--- src/rtl/vector_checksum.sv ---
// Frame checksum engine: pulls nb_frame vectors from an upstream buffer and
// reports their mod-256 sum and XOR parity, with an idle timeout per vector.
module vector_checksum #(
  parameter int unsigned nb_frame = 4,
  parameter int unsigned timeout  = 15
) (
  input  logic       clk,
  input  logic       rst_n,
  input  logic       start,
  output logic       req,
  input  logic [7:0] vector,
  input  logic       valid,
  output logic [7:0] sum,
  output logic [7:0] parity,
  output logic       busy,
  output logic       done,
  output logic       err
);

  localparam int unsigned cnt_w = 8;

  typedef enum logic [1:0] {
    IDLE   = 2'd0,
    FETCH  = 2'd1,
    FINISH = 2'd2
  } state_t;

  // Limits widened by one bit so the "+1" compares never wrap.
  localparam logic [cnt_w:0] frame_len = nb_frame[cnt_w:0];
  localparam logic [cnt_w:0] idle_lim  = timeout[cnt_w:0];
  localparam logic [cnt_w:0] one_ext   = {{cnt_w{1'b0}}, 1'b1};

  state_t           state;
  logic [cnt_w-1:0] count;
  logic [cnt_w-1:0] idle_cnt;
  logic [cnt_w:0]   count_inc;
  logic [cnt_w:0]   idle_inc;

  assign count_inc = {1'b0, count} + one_ext;
  assign idle_inc  = {1'b0, idle_cnt} + one_ext;

  // Handshake and status flags decode directly from the state register.
  assign req  = (state == FETCH);
  assign busy = (state != IDLE);
  assign done = (state == FINISH);

  always_ff @(posedge clk) begin
    if (!rst_n) begin
      state    <= IDLE;
      sum      <= 8'h00;
      parity   <= 8'h00;
      count    <= '0;
      idle_cnt <= '0;
      err      <= 1'b0;
    end else begin
      case (state)
        IDLE: begin
          if (start) begin
            sum      <= 8'h00;
            parity   <= 8'h00;
            count    <= '0;
            idle_cnt <= '0;
            err      <= 1'b0;
            state    <= FETCH;
          end
        end

        FETCH: begin
          // A transfer wins over a timeout landing in the same cycle.
          if (valid) begin
            sum      <= sum + vector;
            parity   <= parity ^ vector;
            count    <= count_inc[cnt_w-1:0];
            idle_cnt <= '0;
            if (count_inc == frame_len) begin
              state <= FINISH;
            end
          end else begin
            idle_cnt <= idle_inc[cnt_w-1:0];
            if (idle_inc == idle_lim) begin
              err   <= 1'b1;
              state <= FINISH;
            end
          end
        end

        FINISH: begin
          state <= IDLE;
        end

        default: begin
          state <= IDLE;
        end
      endcase
    end
  end

endmodule

--- config.mk ---
export PLATFORM = sky130hd
export DESIGN_NAME = vector_checksum
export DESIGN_NICKNAME = d
export VERILOG_FILES = /design/src/rtl/vector_checksum.sv
export SDC_FILE = /design/constraint.sdc
export NUM_CORES = 1
export LEC_CHECK = 0
export BUFFER_PORTS_ARGS = -buffer_cell sky130_fd_sc_hd__buf_4
export CORE_MARGIN = 8
export CORE_UTILIZATION = 50
export DETAILED_ROUTE_END_ITERATION = 16
export GPL_ROUTABILITY_DRIVEN = 0
export PLACE_DENSITY = 0.77
export SLEW_MARGIN = 40
export SYNTH_ARGS = -nofsm -noshare
export SYNTH_HDL_FRONTEND = slang
export SYNTH_SLANG_ARGS = --single-unit
export TNS_END_PERCENT = 5
--- constraint.sdc ---
create_clock -name clk -period 2 [get_ports clk]
set_input_delay 0.1 -clock clk [delete_from_list [all_inputs] [get_ports clk]]
set_output_delay 0.1 -clock clk [all_outputs]
set_load 0.01 [all_outputs]
; After elaboration in Yosys (flattened, before gate mapping)
; Cells that the tools add are included.
[totals]
ff_bits = 35
inputBits = 12
out_inout_bits = 20
wordCells = 45
[op_classes]
add_sub_neg = 3
n_eq_ne = 10
n_mux = 18
n_bitwise = 1
n_reduce_logical = 7
[op_table]
columns = operator, count
row1 = one-hot mux 8 bit (2 select lines), 4
row2 = 2-to-1 mux 8 bit, 5
row3 = adder 8 x 1 -> 9 bit (second input constant), 2
row4 = equality test 9 x 3 -> 1 bit (second input constant), 1
row5 = equality test 9 x 4 -> 1 bit (second input constant), 1
row6 = adder 8 bit, 1
row7 = 2-to-1 mux 2 bit, 4
row8 = bitwise XOR 8 bit, 1
row9 = AND reduction 3 bit, 2
row10 = inequality test 2 x 1 -> 1 bit (second input constant), 2
row11 = inequality test 2 bit (second input constant), 2
row12 = one-hot mux 2 bit (2 select lines), 1
row13 = AND reduction 4 bit, 1
row14 = nonzero test 2 bit, 2
row15 = 2-to-1 mux 1 bit, 3
row16 = inequality test 3 x 1 -> 1 bit (second input constant), 1
row17 = inequality test 3 x 2 -> 1 bit (second input constant), 1
row18 = equality test 2 x 1 -> 1 bit (second input constant), 1
row19 = equality test 2 bit (second input constant), 1
row20 = logical NOT 2 bit, 1
row21 = one-hot mux 1 bit (2 select lines), 1
row22 = AND reduction 2 bit, 1

; Longest topological paths before layout
; Gate-level depths: netlist of the first run.
[logic_depth]
word_depth = 5
mapped_depth = 7
depth_no_buf = 7

; Worst setup path after synthesis of the first run
; OpenSTA, ideal clock, no wires.
[synth_timing]
path_type = flip-flop to flip-flop
startpoint = register sum[3]
endpoint = register sum[7]
setup_time_ps = 134
t_arrival_ps = 1548
required_time_ps = 1866
setup_slack_ps = 318
stages_incl_launch_ff = 7
path_buffers = 0
period_less_slack_ps = 1682
cell_sequence = dfxtp_1 -> ha_1 -> a21o_1 -> a21oi_1 -> a21oi_1 -> o311ai_0 -> o31ai_1
[synth_via]
elab_chain_len = 3
[synth_rtl]
columns = element, line_no
row1 = from (decl), 13  ; output logic [7:0] sum,
row2 = from (signal assigned), 71  ; sum <= sum + vector;
row3 = adder 8 bit, 71
row4 = 2-to-1 mux 8 bit, 70  ; if (valid) begin
row5 = one-hot mux 8 bit (2 select lines), 56  ; case (state)
; Every way passes these cells. The select of a mux whose other input is x is not followed.
; A chain may end at the register's enable or synchronous reset.

; Final worst setup path of the first run
; Ends and elaborated chain as after synthesis.

==> results by group, run 1 <==
Route
  – Total wire length: approximately 4600 um
  – 1st-pass router iterations: 4
  – Total number of vias: 1812
  – Vias per inst: ~5.6
  – Iteration-0 DRC count of the detailed router: approximately 110
  – DRC violations left: 0
  – WL/cell: 14.26 um
  – Antenna-violating nets left: 0

Yosys
  – Share of synthesized registers carrying an async set or reset: 0%
  – Area of the mapped netlist: 1976 um^2
  – #FFs+latches synth: 35
  – Syn Inst Count: between 200 and 250
  – Avg Synthesized Cell Area: 8.198 um^2
  – Count of flip-flops with a built-in enable after synthesis: 0
  – Area leader, netlist: dfxtp_1
  – Leading post-synthesis cells by cell area: dfxtp_1 35%, ha_1 7.0%, a21oi_1 6.1%, nor2_1 4.9%, xor2_1 4.9%
  – Syn Nets: 265
  – Count of cell types in the netlist: 53
  – YS warnings: 0
  – Flip-flop cell with the highest count after synthesis: dfxtp_1
  – Yosys top cell area share: between 30 and 40%
  – Seq/Total Area, Yosys: approximately 35%

Critical path
  – Crit path launch type: register
  – Critical path destination: sum[7]$_SDFFE_PN0P_
  – Crit. End Element: register
  – FF-to-FF End: sum[7]$_SDFFE_PN0P_
  – CP Data Required Time: 2210 ps
  – Flop-to-flop setup slack: roughly 220 ps
  – Critical-path maximum fanout: 5
  – Cell count of the worst reg-to-reg path: 6
  – Beginning of the critical path: sum[3]$_SDFFE_PN0P_
  – Data arrival time of the worst path: 1980 ps
  – Crit Reg-Reg Startpoint: sum[3]$_SDFFE_PN0P_
  – Setup Crit Path Kind: reg -> reg

Global route
  – GR Overflow Total: 0
  – Number of antenna violations at the first check in global routing: 0
  – GR met3 Demand/Resource: 3.950%
  – Grt met1 use: between 10% and 20%
  – Number of global-route vias before repair: 1721
  – Busiest grt layer: met2
  – Global-route usage over all layers: approximately 15%
  – M2 GR Usage: between 20% and 30%
  – First-pass GRT wire length: 7790 um
  – Pin count of the biggest net entering global routing: 18

Finish
  – Final nets: slightly below 300
  – Layout area overhead: 20.27%
  – Post-Layout Inst Area: 2376 um^2
  – Fraction of final layout cells sized beyond drive strength 1: 18.55%
  – Footprint of the multi-input gates: about 1200 um^2
  – Count of filler cells inserted in the layout: between 300 and 400
  – # diodes: 0
  – Final std cells w/o fill: 325
  – Most frequent standard cell in the layout excluding fill and tap cells: dfxtp_1
  – Most frequent cells in the layout: 35 x dfxtp_1, 33 x buf_4, 26 x nor2_1, 24 x a21oi_1, 23 x nand2_1
  – Sequential cell area in the final layout: 700.7 um^2

Status
  – Result of the run: complete, no violations

Timing
  – Final worst path period need: roughly 1800 ps
  – Unrepaired setup endpoints after global routing: no
  – Final hold violations: 0
  – Upper clock frequency limit: approximately 560 MHz
  – Worst-case headroom to the max-slew limit: approximately 62%
  – Worst hold margin: 106.7 ps
  – Setup TNS: 0 ps
  – Slew at the pin with the worst max-slew slack: 562.6 ps
  – Portion of the clock cycle consumed by the worst path in the final layout: 88.88%
  – Count of pins over their slew limit: 0
  – Setup violations, final: 0
  – Worst Skew: 7.942 ps

Clocking
  – H-tree lvl count: 2
  – CTS root buf: clkbuf_8
  – Total CTS buffers: 5
  – Number of clock sinks: 35
  – Latest clock arrival within the worst-skew pair: a little under 300 ps
  – Buffers inserted during post-CTS setup optimization: 0
  – Reg clk slew, reported paths: 80 ps
  – Clock tree from TritonCTS: built
  – Maximum count of clock buffers along a single path: 2

Run
  – Max cap viols: 0

Die
  – Core Rows: 23
  – I/O pin cnt: 32
  – Overall die width: approximately 79 um
  – Height of the die: 78.86 um
  – Die area: 6219 um^2
  – Core Box Area: just under 4000 um^2
  – Effective utilization at floorplan: 50.48%

Pwr
  – Worst VDD drop: 0.0004397 V
  – Power per unit of standard cell area: 711.7 nW/um^2
  – Leakage power total: 1.063 nW

Placed design
  – Port bufs: 31
  – Number of cells after detailed placement: 317
  – Placed inst area: 2258 um^2
  – Final HPWL DP: roughly 3400 um

Min path
  – Worst min-delay path class: in -> reg
[synthesized netlist by cell type (all sizes together), types with 3 or more instances]
cell type / number
nand3: 11
inv: 6
dfxtp: 35
a21o: 5
o21ai: 13
nand4: 3
clkbuf: 6
ha: 11
nand2: 24
xnor2: 4
or3: 4
and3: 6
xor2: 11
nor2: 26
nor3: 5
or2: 4
nor3b: 3
nand3b: 3
a21oi: 24
[area by class of cell]
class,count,share of cell area (%)
sequential,35,29.49
timing repair buffer,33,10.43
multi-input combinational,193,51.55
tap,50,2.633
inverter,6,0.9479
clock inverter,2,1.474
clock buffer,6,3.476
[logic make-up (layout without fill, tap and decap cells)]
| family | after synthesis | in the layout | synth area share [%] |
|---|---|---|---|
| DFF | 35 | 35 | 35.47 |
| adders and majority gates | 12 | 12 | 7.980 |
| buffers and inverters | 13 | 47 | 2.533 |
| xor gates and xnor gates | 15 | 15 | 6.649 |
| AOI/OAI and AO/OA | 61 | 61 | 19.38 |
| and+or+nand+nor | 103 | 103 | 26.98 |
| muxes | 2 | 2 | 1.013 |
[sequential cells by signal, summed over array words and instances (netlist names)]
name and cells:
state 2, idle_cnt 8, count 8, err 1
parity 8, sum 8
[power breakdown]
part | internal [W] | switching, W
clock | 0.000403 | 0.000262
combinational | 0.000121 | 0.000162
sequential | 0.000722 | 0.0000217
[worst min path at each step]
stage,to,slack (ps),cells after the start,startpoint
3_5_place_dp,count[6]$_SDFFE_PN0P_,400,2,rst_n
2_1_floorplan,sum[7]$_SDFFE_PN0P_,300,3,vector[7]
6_report,count[6]$_SDFFE_PN0P_,110,2,rst_n
5_1_grt,count[6]$_SDFFE_PN0P_,120,2,rst_n
3_3_place_gp,state[0]$_SDFFE_PN0P_,400,2,rst_n
4_1_cts,state[0]$_SDFFE_PN0P_,100,2,rst_n
[per-layer routing]
metal	vias to the layer above	part of all wire (%)
li1	932	-
met4	0	1.6
met2	38	49
met5	-	0
met1	831	44
met3	11	5.2
[critical path: stages (launching register included)]
cell,delay [ps]
dfxtp_1,330
ha_1,340
a21o_1,200
a21oi_1,300
nor4bb_1,300
o311ai_1,140
o31ai_1,70
[through the flow]
step	total power, W	util (%)	setup slack (ps)
after floorplan	0.0009359	-	317.5
after global placement	0.001037	57.70	269.4
after detailed placement	0.001043	57.70	192.2
after CTS	0.001707	60.71	165.9
after global routing	0.001764	60.71	61.53
final	0.001691	60.71	222.4
[repair_timing]
item / CTS / global route
hold buffers: 0 / 0
endpoints found under the setup margin: 0 / 1
resized for setup: 0 / 1
(Power assumes the default switching activity.)
==> run 2, diff against run 1 <==
CORE_UTILIZATION = 46   (was 50)
CTS_CLUSTER_DIAMETER = 200   (was not set)
PLACE_DENSITY = 0.72   (was 0.77)
clock period = 1.7 ns   (was 2 ns; I/O delays follow)
==> run 2 against run 1 <==
Against the previous run:
- power up 9.1%
- final cell count up 6.5%
- first-iteration DRC count up 16%
- global-route usage up 0.57 points
==> results by group, run 2 (synthesis results as in run 1) <==
Status
  – Result of the run: complete, no violations (unchanged)

Pwr
  – Cell internal power dissipation: 0.001306 W (was 0.001246 W)
  – Clk pwr share: 31.7% (was 39.3%)
  – Sequential power share: 47.4% (was 44.0%)
  – Switching Share: 29.15% (was 26.32%)
  – Switching power: 0.0005376 W (was 0.0004450 W)
  – Leakage power total: 1.151 nW (was 1.063 nW)
  – Power per unit of standard cell area: 724.6 nW/um^2 (was 711.7 nW/um^2)
  – Logic pwr share: 20.8% (was 16.7%)
  – Worst VDD drop: 0.0004064 V (was 0.0004397 V)

Route
  – Total number of vias: 1896 (was 1812)
  – Iteration-0 DRC count of the detailed router: 126 (was 109)
  – Vias per inst: 5.480 (was 5.575)
  – Total wire length: 4949 um (was 4636 um)
  – DRC violations left: 0 (unchanged)
  – 1st-pass router iterations: 4 (unchanged)
  – WL/cell: 14.30 um (was 14.26 um)
  – Antenna-violating nets left: 0 (unchanged)

Clocking
  – Hold-fix buffers, CTS: 0 (unchanged)
  – Total CTS buffers: 5 (unchanged)
  – Reg clk slew, reported paths: 70 ps (was 80 ps)
  – CTS root buf: clkbuf_8 (unchanged)
  – Buffers inserted during post-CTS setup optimization: 0 (unchanged)
  – Maximum count of clock buffers along a single path: 2 (unchanged)
  – H-tree lvl count: 2 (unchanged)
  – Number of clock sinks: 35 (unchanged)
  – Latest clock arrival within the worst-skew pair: 290 ps (about the same)
  – Clock tree from TritonCTS: built (unchanged)

Die
  – Overall die width: 81.54 um (was 78.86 um)
  – Die area: 6648 um^2 (was 6219 um^2)
  – Effective utilization at floorplan: 46.66% (was 50.48%)
  – Core Rows: 24 (was 23)
  – Height of the die: 81.54 um (was 78.86 um)
  – Core Box Area: 4234 um^2 (was 3914 um^2)
  – I/O pin cnt: 32 (unchanged)

Global route
  – GR Overflow Total: 0 (unchanged)
  – Busiest grt layer: met2 (unchanged)
  – Global-route usage over all layers: 15.79% (was 15.23%)
  – Number of antenna violations at the first check in global routing: 0 (unchanged)
  – GR met3 Demand/Resource: 3.611% (was 3.950%)
  – M2 GR Usage: 26.65% (was 26.76%)
  – Grt met1 use: 18.62% (was 16.98%)
  – Number of global-route vias before repair: 1836 (was 1721)
  – First-pass GRT wire length: 8349 um (was 7790 um)
  – Pin count of the biggest net entering global routing: 20 (was 18)

Timing
  – Portion of the clock cycle consumed by the worst path in the final layout: 96.48% (was 88.88%)
  – Worst Skew: 5.974 ps (was 7.942 ps)
  – Final hold violations: 0 (unchanged)
  – Final worst path period need: 1640 ps (was 1778 ps)
  – Slew at the pin with the worst max-slew slack: 421.8 ps (was 562.6 ps)
  – Worst-case headroom to the max-slew limit: 71.81% (was 62.45%)
  – Setup violations, final: 0 (unchanged)
  – Unrepaired setup endpoints after global routing: yes (was no)
  – Count of pins over their slew limit: 0 (unchanged)
  – Worst-case setup margin in the final layout: 59.82 ps (was 222.4 ps)
  – Worst hold margin: 95.98 ps (was 106.7 ps)
  – Upper clock frequency limit: 609.7 MHz (was 562.6 MHz)

Critical path
  – Kind of cell adding the most delay to the critical path: compound AO/OA/AOI/OAI gates (unchanged)
  – CP Data Required Time: 1870 ps (was 2210 ps)
  – Data arrival time of the worst path: 1810 ps (was 1980 ps)
  – FF-to-FF End: sum[7]$_SDFFE_PN0P_ (unchanged)
  – Crit. End Element: register (unchanged)
  – Crit path cell chain: ha_1 > a21o_1 > nand4_1 > nor4bb_2 > o311ai_1 > o31ai_1 (was ha_1 > a21o_1 > a21oi_1 > nor4bb_1 > o311ai_1 > o31ai_1)
  – Critical path's largest stage delay: 350 ps (was 340 ps)
  – Setup Crit Path Kind: reg -> reg (unchanged)
  – Bufs and invs on worst path: 0 (unchanged)
  – Cell count of the worst reg-to-reg path: 6 (unchanged)
  – Crit path launch type: register (unchanged)
  – Critical-path maximum fanout: 4 (was 5)
  – Slowest stage cell, crit path: dfxtp_2 (was ha_1)
  – Flop-to-flop setup slack: 60 ps (was 220 ps)
  – Crit Reg-Reg Startpoint: sum[1]$_SDFFE_PN0P_ (was sum[3]$_SDFFE_PN0P_)

Placed design
  – Post-place setup slack: -15.47 ps (was 192.2 ps)
  – Final HPWL DP: 3686 um (was 3355 um)
  – Port bufs: 31 (unchanged)

Run
  – Max cap viols: 0 (unchanged)

Min path
  – Hold path endpoint: count[6]$_SDFFE_PN0P_ (unchanged)
  – Worst hold path startpoint: rst_n (unchanged)
  – Cell count of the worst hold path: 2 (unchanged)
  – Worst min-delay path class: in -> reg (unchanged)

Finish
  – Most frequent standard cell in the layout excluding fill and tap cells: buf_4 (was dfxtp_1)
  – # diodes: 0 (unchanged)
  – Fraction of final layout cells sized beyond drive strength 1: 29.25% (was 18.55%)
  – Most frequent cells in the layout: 51 x buf_4, 30 x dfxtp_1, 26 x nor2_1, 23 x nand2_1, 21 x a21oi_1 (was 35 x dfxtp_1, 33 x buf_4, 26 x nor2_1, 24 x a21oi_1, 23 x nand2_1)
  – Sequential cell area in the final layout: 709.4 um^2 (was 700.7 um^2)
  – Count of filler cells inserted in the layout: 380 (was 362)
  – Layout area overhead: 28.82% (was 20.27%)
  – Final nets: 317 (was 298)
  – Final standard cell utilization of the core: 60.11% (was 60.71%)
  – Footprint of the multi-input gates: 1270 um^2 (was 1225 um^2)
[run 2: cell count changes in the layout (fill, tap and decap cells not counted), sizes merged]
| cell | delta |
|---|---|
| bufinv | -1 |
| clkbuf | -1 |
| clkinv | +2 |
| buf | +19 |
[run 2: area by class of cell]
cell class                 instances  area share, %
inverter                           6         0.8850
timing repair buffer              52          15.49
sequential                        35          27.88
clock inverter                     3         0.5900
multi-input combinational        193          49.90
tap                               52          2.557
clock buffer                       5          2.704
[run 2: worst max-delay path by stage]
stage,startpoint,endpoint,slack (ps),cells after the start
after floorplan,sum[3]$_SDFFE_PN0P_,sum[7]$_SDFFE_PN0P_,20,6
after global placement,sum[0]$_SDFFE_PN0P_,sum[6]$_SDFFE_PN0P_,20,7
after detailed placement,sum[0]$_SDFFE_PN0P_,sum[6]$_SDFFE_PN0P_,-20,7
after CTS,sum[1]$_SDFFE_PN0P_,sum[7]$_SDFFE_PN0P_,-10,7
after global routing,state[1]$_SDFFE_PN0P_,sum[2]$_SDFFE_PN0P_,-30,5
final,sum[1]$_SDFFE_PN0P_,sum[7]$_SDFFE_PN0P_,60,6
[run 2: power by group through the flow]
stage                     Sequential (W)  Clock (W)  Combinational, W
after global routing            0.000878   0.000639          0.000423
after CTS                       0.000875   0.000604          0.000373
after floorplan                 0.000902          0          0.000199
after global placement          0.000892          0          0.000365
after detailed placement        0.000894          0          0.000368
final                           0.000874   0.000585          0.000384
[run 2: stage by stage]
stage	cells	TNS (ps)	cell area [um^2]	total power [W]
CTS	346	-13.06	2495	0.001852
finish	346	0	2545	0.001844
global placement	338	0	2404	0.001257
floorplan	241	0	1976	0.001101
global route	346	-80.31	2545	0.001939
detailed placement	338	-33.25	2404	0.001262
[run 2: worst reg2reg max path: stages, from the launching register on]
cell and delay, ps:
dfxtp_2 350, ha_1 280, a21o_1 140, nand4_1 170, nor4bb_2 220, o311ai_1 270
o31ai_1 110
[run 2: metal layers]
metal  vias up  routed length, um
met3        10                178
met1       886               2264
met2        26               2412
met4         0                 93
met5         -                  0
li1        974                  -
[run 2: what timing repair did]
action | in CTS | in global routing
gates resized for setup | 3 | 16
endpoints found under the hold margin | 0 | 0
endpoints found under the setup margin | 4 | 11
pin swaps | 0 | 6
==> run 3, diff against run 2 <==
CORE_UTILIZATION = 50   (was 46)
PLACE_DENSITY = 0.8   (was 0.72)
clock period = 1.33 ns   (was 1.7 ns; I/O delays follow)
==> run 3 against run 2 <==
Against the previous run:
- the flow now finishes with violations (setup timing)
- sequential power rose by 27%
- count of clock-buffer cells in the layout did not move
- sequential share of layout area fell by 3.4 points
- via count rose by 13%
- critical path depth fell by 1
- sequential cell count did not move
- cell area rose by 16%
- critical endpoint is now state[0]$_SDFFE_PN0P_
==> results by group, run 3 (synthesis results as in run 1) <==
Status
  – Result of the run: complete, but fails checks (was complete, no violations)
  – Violations in the final reports: setup timing

Route
  – WL/cell: 15.02 um (was 14.30 um)
  – Total wire length: 5738 um (was 4949 um)
  – Iteration-0 DRC count of the detailed router: 114 (was 126)
  – DRC violations left: 0 (unchanged)
  – Total number of vias: 2134 (was 1896)
  – 1st-pass router iterations: 4 (unchanged)
  – Vias per inst: 5.586 (was 5.480)
  – Antenna-violating nets left: 0 (unchanged)

Global route
  – GR Overflow Total: 0 (unchanged)
  – Pin count of the biggest net entering global routing: 14 (was 20)
  – First-pass GRT wire length: 9625 um (was 8349 um)
  – Number of antenna violations at the first check in global routing: 0 (unchanged)
  – Global-route usage over all layers: 18.63% (was 15.79%)
  – Number of global-route vias before repair: 2232 (was 1836)

Clocking
  – Reg clk slew, reported paths: 70 ps (about the same)
  – Hold-fix buffers, CTS: 0 (unchanged)
  – Clock tree from TritonCTS: built (unchanged)
  – Number of clock sinks: 35 (unchanged)
  – Total CTS buffers: 5 (unchanged)
  – H-tree lvl count: 2 (unchanged)
  – Latest clock arrival within the worst-skew pair: 290 ps (about the same)
  – CTS root buf: clkbuf_8 (unchanged)
  – Buffers inserted during post-CTS setup optimization: 0 (unchanged)
  – Maximum count of clock buffers along a single path: 2 (unchanged)

Pwr
  – Leakage power total: 1.352 nW (was 1.151 nW)
  – Power per unit of standard cell area: 840.2 nW/um^2 (was 724.6 nW/um^2)
  – Worst VDD drop: 0.0004942 V (was 0.0004064 V)

Finish
  – Post-Layout Inst Area: 2964 um^2 (was 2545 um^2)
  – Final standard cell utilization of the core: 75.74% (was 60.11%)
  – Most frequent cells in the layout: 86 x buf_4, 24 x nor2_1, 23 x dfxtp_1, 19 x nand2_1, 17 x a21oi_1 (was 51 x buf_4, 30 x dfxtp_1, 26 x nor2_1, 23 x nand2_1, 21 x a21oi_1)
  – Layout area overhead: 50.03% (was 28.82%)
  – Fraction of final layout cells sized beyond drive strength 1: 45.18% (was 29.25%)
  – Most frequent standard cell in the layout excluding fill and tap cells: buf_4 (unchanged)
  – # diodes: 0 (unchanged)
  – Count of filler cells inserted in the layout: 264 (was 380)
  – Final nets: 355 (was 317)

Run
  – Max cap viols: 0 (unchanged)

Die
  – Die area: 6219 um^2 (was 6648 um^2)
  – Core Rows: 23 (was 24)
  – Core Box Area: 3914 um^2 (was 4234 um^2)
  – Effective utilization at floorplan: 50.48% (was 46.66%)
  – Height of the die: 78.86 um (was 81.54 um)
  – I/O pin cnt: 32 (unchanged)
  – Overall die width: 78.86 um (was 81.54 um)

Critical path
  – Critical-path maximum fanout: 4 (unchanged)
  – CP Data Required Time: 1520 ps (was 1870 ps)
  – Crit. End Element: register (unchanged)
  – Setup Crit Path Kind: reg -> reg (unchanged)
  – Crit path launch type: register (unchanged)
  – Data arrival time of the worst path: 1960 ps (was 1810 ps)

Min path
  – Worst min-delay path class: in -> reg (unchanged)

Timing
  – Worst-case headroom to the max-slew limit: 67.91% (was 71.81%)
  – Count of pins over their slew limit: 0 (unchanged)
  – Portion of the clock cycle consumed by the worst path in the final layout: 133.1% (was 96.48%)
  – Final hold violations: 0 (unchanged)
  – Slew at the pin with the worst max-slew slack: 476.4 ps (was 421.8 ps)
  – Worst Skew: 6.364 ps (was 5.974 ps)
  – Upper clock frequency limit: 564.7 MHz (was 609.7 MHz)
  – Unrepaired setup endpoints after global routing: yes (unchanged)
  – Setup violations, final: 21 (was 0)
  – Worst-case setup margin in the final layout: -440.7 ps (was 59.82 ps)
  – Final worst path period need: 1771 ps (was 1640 ps)

Placed design
  – Port bufs: 31 (unchanged)
  – Final HPWL DP: 4172 um (was 3686 um)
  – Placed inst area: 2743 um^2 (was 2404 um^2)
==> run 3: per-layer routing <==
layer / track usage, % / vias up / wire length, um
li1: - / 1051 / -
met1: 19.09 / 1015 / 2259
met2: 34.30 / 54 / 3059
met3: 5.305 / 14 / 294
met4: 8.333 / 0 / 125
met5: 0 / - / 0
==> run 3: timing repair <==
action | in CTS | in global routing
pin swaps | 6 | 6
gates resized for setup | 5 | 41
endpoints found under the setup margin | 32 | 35
==> run 3: worst max-delay path: stages (launching register included) <==
cell	delay [ps]
dfxtp_2	370
nand3_2	100
or4_4	520
a211oi_4	280
a31oi_1	170
a31o_1	230
==> run 3: metrics by stage <==
step / total power [W] / hold WS [ps] / setup slack, ps / instances / setup TNS (ps)
6_report: 0.002491 / 76.81 / -440.7 / 382 / -2867
5_1_grt: 0.002623 / 79.65 / -485.5 / 382 / -4296
4_1_cts: 0.002467 / 62.37 / -376.5 / 382 / -4503
3_5_place_dp: 0.001707 / 366.4 / -371.5 / 374 / -4003
3_3_place_gp: 0.001687 / 365.7 / -278.5 / 374 / -3165
2_1_floorplan: 0.001420 / 267.1 / -257.1 / 241 / -3691
==> run 3: cell type report <==
type | count | area [um^2] | share of cell area, %
Sequential cell | 35 | 725.7 | 24.48
Tap cell | 50 | 62.56 | 2.111
Timing Repair Buffer | 90 | 694.4 | 23.43
Multi-Input combinational cell | 193 | 1373 | 46.31
Clock buffer | 5 | 68.82 | 2.322
Inverter | 6 | 25.02 | 0.8442
Clock inverter | 3 | 15.01 | 0.5065
==> run 3: where the power goes <==
| group | total, W | switching, W | internal, W |
|---|---|---|---|
| sequential | 0.00111 | 0.0000293 | 0.00108 |
| clock | 0.000755 | 0.000397 | 0.000358 |
| combinational | 0.000624 | 0.000310 | 0.000314 |
| total | 0.00249 | 0.000736 | 0.00175 |
==> run 3: worst paths after layout <==
path	from	end	slack (ps)	cells past startpoint
max	idle_cnt[1]$_SDFFE_PN0P_	state[0]$_SDFFE_PN0P_	-440	5
min	rst_n	state[0]$_SDFFE_PN0P_	80	2
max reg2reg	idle_cnt[1]$_SDFFE_PN0P_	state[0]$_SDFFE_PN0P_	-440	5
min reg2reg	sum[1]$_SDFFE_PN0P_	sum[1]$_SDFFE_PN0P_	480	2
